File: config.mk
export PLATFORM = sky130hd
export DESIGN_NAME = frame_sync_buffer
export DESIGN_NICKNAME = d
export VERILOG_FILES = /design/src/rtl/frame_sync_buffer.sv
export SDC_FILE = /design/constraint.sdc
export NUM_CORES = 1
export LEC_CHECK = 0
export CORE_MARGIN = 2
export CORE_UTILIZATION = 55
export CTS_CLUSTER_DIAMETER = 60
export DETAILED_ROUTE_END_ITERATION = 8
export PLACE_DENSITY = 0.82
export SLEW_MARGIN = 0
export SYNTH_ARGS = -nofsm -noshare
export SYNTH_HDL_FRONTEND = slang
export SYNTH_SLANG_ARGS = --single-unit
File: constraint.sdc
create_clock -name clk -period 6.6 [get_ports clk]
set_clock_uncertainty 0.2 [all_clocks]
set_input_delay 0.66 -clock clk [delete_from_list [all_inputs] [get_ports clk]]
set_output_delay 0.66 -clock clk [all_outputs]
set_load 0.1 [all_outputs]
File: src/rtl/frame_sync_buffer.sv
// Double-banked channel buffer: the producer fills a staging bank, which is copied
// into the display bank only at the start of vertical blanking (commit-gated or free-run).
`timescale 1ns/1ps
module frame_sync_buffer #(
    parameter int unsigned    N_CH        = 16,
    parameter int unsigned    W           = 10,
    parameter int unsigned    AW          = 6,
    parameter logic [W-1:0]   INIT_VAL    = '0,
    parameter int unsigned    SYNC_STAGES = 2
) (
    input  logic                clk,
    input  logic                rst_n,
    input  logic                vs,
    input  logic                mode,
    input  logic                wr_en,
    input  logic [AW-1:0]       wr_addr,
    input  logic [W-1:0]        wr_data,
    input  logic                commit,
    output logic                wr_ready,
    output logic                pending,
    output logic [N_CH*W-1:0]   disp_data,
    output logic                swap_pulse,
    output logic [15:0]         frame_cnt,
    output logic [15:0]         stale_cnt
);

    typedef enum logic {
        ST_OPEN   = 1'b0,
        ST_LOCKED = 1'b1
    } state_t;

    localparam logic [AW:0] NCH_L = (AW+1)'(N_CH);

    state_t                 state_q, state_d;
    logic [SYNC_STAGES-1:0] vs_sync_q;
    logic                   vs_hist_q;
    logic                   vblank_start;
    logic [W-1:0]           staging_q [N_CH];
    logic [N_CH*W-1:0]      disp_q;
    logic                   swap_q;
    logic [15:0]            frame_q;
    logic [15:0]            stale_q;
    logic                   do_swap;
    logic                   stale_inc;
    logic                   wr_ready_c;
    logic                   wr_ok;

    // Synchroniser idles high so a reset release with vs already low still yields one edge.
    always_ff @(posedge clk or negedge rst_n) begin
        if (!rst_n) begin
            vs_sync_q <= '1;
            vs_hist_q <= 1'b1;
        end else begin
            vs_sync_q <= {vs_sync_q[SYNC_STAGES-2:0], vs};
            vs_hist_q <= vs_sync_q[SYNC_STAGES-1];
        end
    end

    assign vblank_start = vs_hist_q & ~vs_sync_q[SYNC_STAGES-1];

    always_ff @(posedge clk or negedge rst_n) begin
        if (!rst_n) begin
            state_q <= ST_OPEN;
        end else begin
            state_q <= state_d;
        end
    end

    always_comb begin
        state_d    = state_q;
        do_swap    = 1'b0;
        stale_inc  = 1'b0;
        wr_ready_c = mode | (state_q == ST_OPEN);
        if (mode) begin
            state_d = ST_OPEN;
            do_swap = vblank_start;
        end else begin
            case (state_q)
                ST_OPEN: begin
                    if (commit) begin
                        state_d = ST_LOCKED;
                    end
                    stale_inc = vblank_start;
                end
                ST_LOCKED: begin
                    if (vblank_start) begin
                        do_swap = 1'b1;
                        state_d = ST_OPEN;
                    end
                end
                default: state_d = ST_OPEN;
            endcase
        end
    end

    assign wr_ok = wr_en & wr_ready_c & ({1'b0, wr_addr} < NCH_L);

    always_ff @(posedge clk or negedge rst_n) begin
        if (!rst_n) begin
            for (int unsigned i = 0; i < N_CH; i++) begin
                staging_q[i] <= INIT_VAL;
            end
        end else begin
            for (int unsigned i = 0; i < N_CH; i++) begin
                if (wr_ok && (wr_addr == AW'(i))) begin
                    staging_q[i] <= wr_data;
                end
            end
        end
    end

    // The copy reads the pre-edge staging bank, so a same-cycle write lands next frame.
    always_ff @(posedge clk or negedge rst_n) begin
        if (!rst_n) begin
            disp_q <= {N_CH{INIT_VAL}};
            swap_q <= 1'b0;
        end else begin
            swap_q <= do_swap;
            if (do_swap) begin
                for (int unsigned i = 0; i < N_CH; i++) begin
                    disp_q[i*W +: W] <= staging_q[i];
                end
            end
        end
    end

    always_ff @(posedge clk or negedge rst_n) begin
        if (!rst_n) begin
            frame_q <= '0;
            stale_q <= '0;
        end else begin
            if (do_swap) begin
                frame_q <= frame_q + 16'd1;
            end
            if (stale_inc && (stale_q != '1)) begin
                stale_q <= stale_q + 16'd1;
            end
        end
    end

    assign wr_ready   = wr_ready_c;
    assign pending    = ~mode & (state_q == ST_LOCKED);
    assign disp_data  = disp_q;
    assign swap_pulse = swap_q;
    assign frame_cnt  = frame_q;
    assign stale_cnt  = stale_q;

endmodule

After elaboration in Yosys (flattened, before gate mapping). Cells that the tools add are included.

$add $sub $neg: 2. Multiply operators: 0. Div/mod/pow operators: 0. $lt $le $gt $ge: 1. Equal/unequal tests: 16. Shift operators: 0. Multiplexer cells: 9. Bitwise operators: 8. Reduce and logical (&&, ||, !) cells: 18.

Operator list (count): $eq A6 B4 Y1 const B (8); $add A16 B1 Y16 const B (2); $eq A6 B3 Y1 const B (4); $logic_and A1 B1 Y1 (17); $ne A16 B16 Y1 const B (1); $eq A6 B2 Y1 const B (2); $mux W1 (8); $eq A6 B1 Y1 const B (1); $logic_not A6 Y1 (1); $lt A6 B5 Y1 const B (1); $and A1 B1 Y1 (4); $not A1 Y1 (3); $pmux W1 S2 (1); $or A1 B1 Y1 (1).

Register bits after elaboration: 357. Latch bits: 0. Memory bits (writable): 0. Memory bits (read-only): 0. Memories kept: 0.

Logic depth before layout (Yosys ltp).
Depth after elaboration: 5. Depth in mapped cells: 7. Mapped depth without buffers: 5.

Worst setup path after synthesis. OpenSTA, ideal clock, no wires.

Path kind: input port to flip-flop. Start point: input mode. End point: register staging_q[150] (netlist bit). Library setup time: 0.125 ns. Arrival: 3.641 ns. Required time: 6.275 ns. Path slack: 2.634 ns. Stages on the path: 6. Path buffers: 1. Cell sequence: nand2b_1 inv_1 or3_1 buf_2 nor4_4 mux2_2.

Cells in the longest elaborated chain, start to end: 4.

RTL lines: start, declared (line 14) `input logic mode,`; $or A1 B1 Y1 (line 73) `wr_ready_c = mode | (state_q == ST_OPEN);`; $and A1 B1 Y1 (2 in series) (line 96) `assign wr_ok = wr_en & wr_ready_c & ({1'b0, wr_addr} < NCH_L);`; $logic_and A1 B1 Y1 (line 105) `if (wr_ok && (wr_addr == AW'(i))) begin`; end signal, assigned by index (line 106) `staging_q[i] <= wr_data;`; end, declared (line 38) `logic [W-1:0] staging_q [N_CH];`.

Every way passes these cells. A chain may end at the register's enable or synchronous reset.

Worst setup path in the final report.
Start point: input mode. End point: output pending.

Cells in the longest elaborated chain, start to end: 2.

RTL lines: $not A1 Y1 (line 142) `assign pending = ~mode & (state_q == ST_LOCKED);`; $and A1 B1 Y1 (line 142); end, declared (line 20) `output logic pending,`.

Every way passes these cells.

==> flow_summary.ini <==
[timing]
final-max-slew-violation-count = 0
worst-slew-pin-transition_ns = 1.17
clock.fmax_mhz = 282
setup-violations-final = 0
setup_total_negative_slack_ns = 0
layout_worst_path_cycle_share_pct = 53.6
unrepaired_setup_endpoints_after_global_routing = false
finalHoldWorstSlack_ns = 0.0148
maxSlewHeadroom_pct = 21.4
final.min_clock_period_ns = 3.54
timing.final.hold_violations = 0

[clock_tree]
maximum_level_of_the_cts_h_tree = 2
cts_buffers = 38
clk_pin_slew_worst_paths_ns = 0.06
hold_buffers = 0
cts_post_setup_buffers_inserted = 0
worst_skew_pair.late_latency_ns = 0.51
postCtsResizedCells = 0
cts_tree = yes
maximum_clock_insertion_buffer_count = 3
cts_sinks = 357
cts-root-buf = sky130_fd_sc_hd__clkbuf_16

[synth]
postSynth.asyncResetShare_pct = 100
synth_most_common_cell = sky130_fd_sc_hd__dfrtp_1
unique_cell_type_count_in_the_yosys_netlist = 37
synth_sequential_area_ratio_pct = 65.6
synth_warnings = 0
synth-seq-cells = 357
synth_cell_area_mm2 = 0.0136
postSynth.topFlopCell = sky130_fd_sc_hd__dfrtp_1
yosys-top-cells-area = sky130_fd_sc_hd__dfrtp_1, sky130_fd_sc_hd__mux2_2, sky130_fd_sc_hd__xor2_1, sky130_fd_sc_hd__xnor2_1, sky130_fd_sc_hd__buf_2
syn_area_per_cell_um2 = 16.0
syn-num-nets = 877
post_synth_most_frequent_cells = sky130_fd_sc_hd__dfrtp_1, sky130_fd_sc_hd__mux2_2, sky130_fd_sc_hd__buf_2, sky130_fd_sc_hd__clkbuf_1, sky130_fd_sc_hd__xor2_1
syn_inst = 853
count_of_flip_flops_with_a_built_in_enable_after_synthesis = 0
area_share_of_the_largest_cell_type_after_synthesis_pct = 65.1
synth.largest_area_cell = sky130_fd_sc_hd__dfrtp_1

[power_and_ir_drop]
ir_drop_mv = 0.299
totalPowerFinal_mw = 7.29
power_leakage_nw = 8.20
power_density_mw_per_mm2 = 419

[layout]
area_of_all_placed_cells_without_fillers_mm2 = 0.0174
synthToLayoutAreaGrowth_pct = 27.6
drive_above_1_share_pct = 36.1
layoutNonFillerInstCount = 1424
final_net_count = 1097

[placed_design]
place_inst = 1357
gp_congestion = 0.805
dp_hpwl_mm = 18.3
placedInstanceArea_mm2 = 0.0161
placement.io_buffers = 216

[routing]
drt_drc_violations_left = 0
vias = 7801
route.antenna.remaining_nets = 0
detail_route.iter0.violations = 484
avgViaCountPerCell = 5.48
routed_wirelength_mm = 29.6
post_drt_wl_per_cell_um = 20.8
detail_route.first_pass.iterations = 4

[hold_path]
worst_hold_path_type = primary input to async pin

[floorplan]
chipWidth_um = 161
top_level_ports = 217
floorplan.initialDensity_pct = 56.0
floorplan.rows = 57
die_area_mm2 = 0.0260
core_area_mm2 = 0.0243
die_h_um = 161

[global_routing]
grt_start_max_net_pins = 168
grt.overflow.total = 0
first_global_vias = 8271
grt_usage_pct = 23.2
antenna_found_initial = 2
grt_pass1_wl_mm = 46.7

[job]
drv.max_cap_violation_count = 0

[worst_setup_path]
worstSetupPathType = primary input to primary output
setup.reg_to_reg.worst_slack_ns = 3.90
cp-start-kind = primary input
cp-end-kind = primary output
critical_path_arrival_ns = 2.68
critPathRequiredTime_ns = 5.74
critical_path_maximum_fanout = 5

[run_status]
run_status = finished, final reports clean
[cells by family after synthesis]
kind of cell	Yosys count	share of synthesized area, %
flops	357	65.6
mux	322	26.6
simple gates	94	4.13
buf+inv	46	1.43
xor+xnor	28	1.80
compound gates	4	0.184
fa+ha+maj	2	0.184
[placed cells by master (no fill, tap or decap), types with 2 or more instances in the layout]
cell / count
sky130_fd_sc_hd__dfrtp_1: 354
sky130_fd_sc_hd__mux2_2: 322
sky130_fd_sc_hd__clkdlybuf4s50_1: 215
sky130_fd_sc_hd__clkbuf_16: 41
sky130_fd_sc_hd__xor2_1: 16
sky130_fd_sc_hd__nor2_1: 14
sky130_fd_sc_hd__nand3_1: 13
sky130_fd_sc_hd__nand2_1: 12
sky130_fd_sc_hd__xnor2_1: 12
sky130_fd_sc_hd__nor3_1: 11
sky130_fd_sc_hd__nand4_1: 10
sky130_fd_sc_hd__clkbuf_8: 7
sky130_fd_sc_hd__inv_1: 6
sky130_fd_sc_hd__clkbuf_1: 6
sky130_fd_sc_hd__clkinv_2: 6
sky130_fd_sc_hd__and3_1: 4
sky130_fd_sc_hd__nor4_1: 4
sky130_fd_sc_hd__nand3b_1: 3
sky130_fd_sc_hd__bufinv_16: 3
sky130_fd_sc_hd__dfstp_2: 3
sky130_fd_sc_hd__nand2b_1: 2
sky130_fd_sc_hd__nor2b_1: 2
sky130_fd_sc_hd__nor3b_2: 2
sky130_fd_sc_hd__or3_1: 2
sky130_fd_sc_hd__nand4b_1: 2
sky130_fd_sc_hd__and4_1: 2
sky130_fd_sc_hd__nor4b_1: 2
sky130_fd_sc_hd__a21oi_1: 2
sky130_fd_sc_hd__ha_1: 2
sky130_fd_sc_hd__buf_12: 2
sky130_fd_sc_hd__buf_4: 2
[stage by stage]
step	util (%)	worst slack [ns]
after detailed placement	66.1	3.00
after CTS	71.5	3.06
after global routing	71.5	3.00
after floorplan	-	2.63
after global placement	66.1	3.03
final	71.5	3.06
[sequential cells by signal, summed over array words and instances (netlist names)]
signal	cells
stale_cnt	16
swap_pulse	1
frame_cnt	16
vs_sync_q	2
state_q	1
disp_data	160
vs_hist_q	1
staging_q	160
[worst paths after layout]
| path | startpoint | end | cells after the start |
|---|---|---|---|
| min reg2reg | vs_sync_q[0] | vs_sync_q[1] | 0 |
| max | mode | pending | 4 |
| max in group asynchronous | rst_n | staging_q[68] | 2 |
| max reg2reg | state_q | staging_q[125] | 5 |
| min | rst_n | frame_cnt[14] | 1 |
| min in group clk | vs_sync_q[0] | vs_sync_q[1] | 0 |
[report_power, final]
| part | switching, mW | internal (mW) | total [mW] |
|---|---|---|---|
| Sequential | 0.203 | 2.52 | 2.72 |
| Combinational | 1.82 | 0.601 | 2.42 |
| Clock | 0.817 | 1.33 | 2.14 |
[cell type report]
type | count | area, µm²
clock inverters | 12 | 149
repair buffers | 220 | 2220
well taps | 324 | 405
multi-input cells | 450 | 4500
inverters | 6 | 22.5
clock buffers | 54 | 1140
diodes | 1 | 2.50
fillers | 1650 | 6940
flip-flops and latches | 357 | 8940
[routing by layer]
layer	share of wire (%)	track usage, %	wire, µm
met3	6.3	6.19	1870
met4	1.8	6.05	531
met5	0.054	0	16
met1	42	30.7	12400
met2	50	38.5	14800
[worst max-delay path, cell delays in order]
cell                              delay [ns]
sky130_fd_sc_hd__clkdlybuf4s50_1        0.49
sky130_fd_sc_hd__nand2b_1               0.24
sky130_fd_sc_hd__inv_1                  0.14
sky130_fd_sc_hd__clkdlybuf4s50_1        1.15
Note: power is estimated with default switching activity, not from simulation.
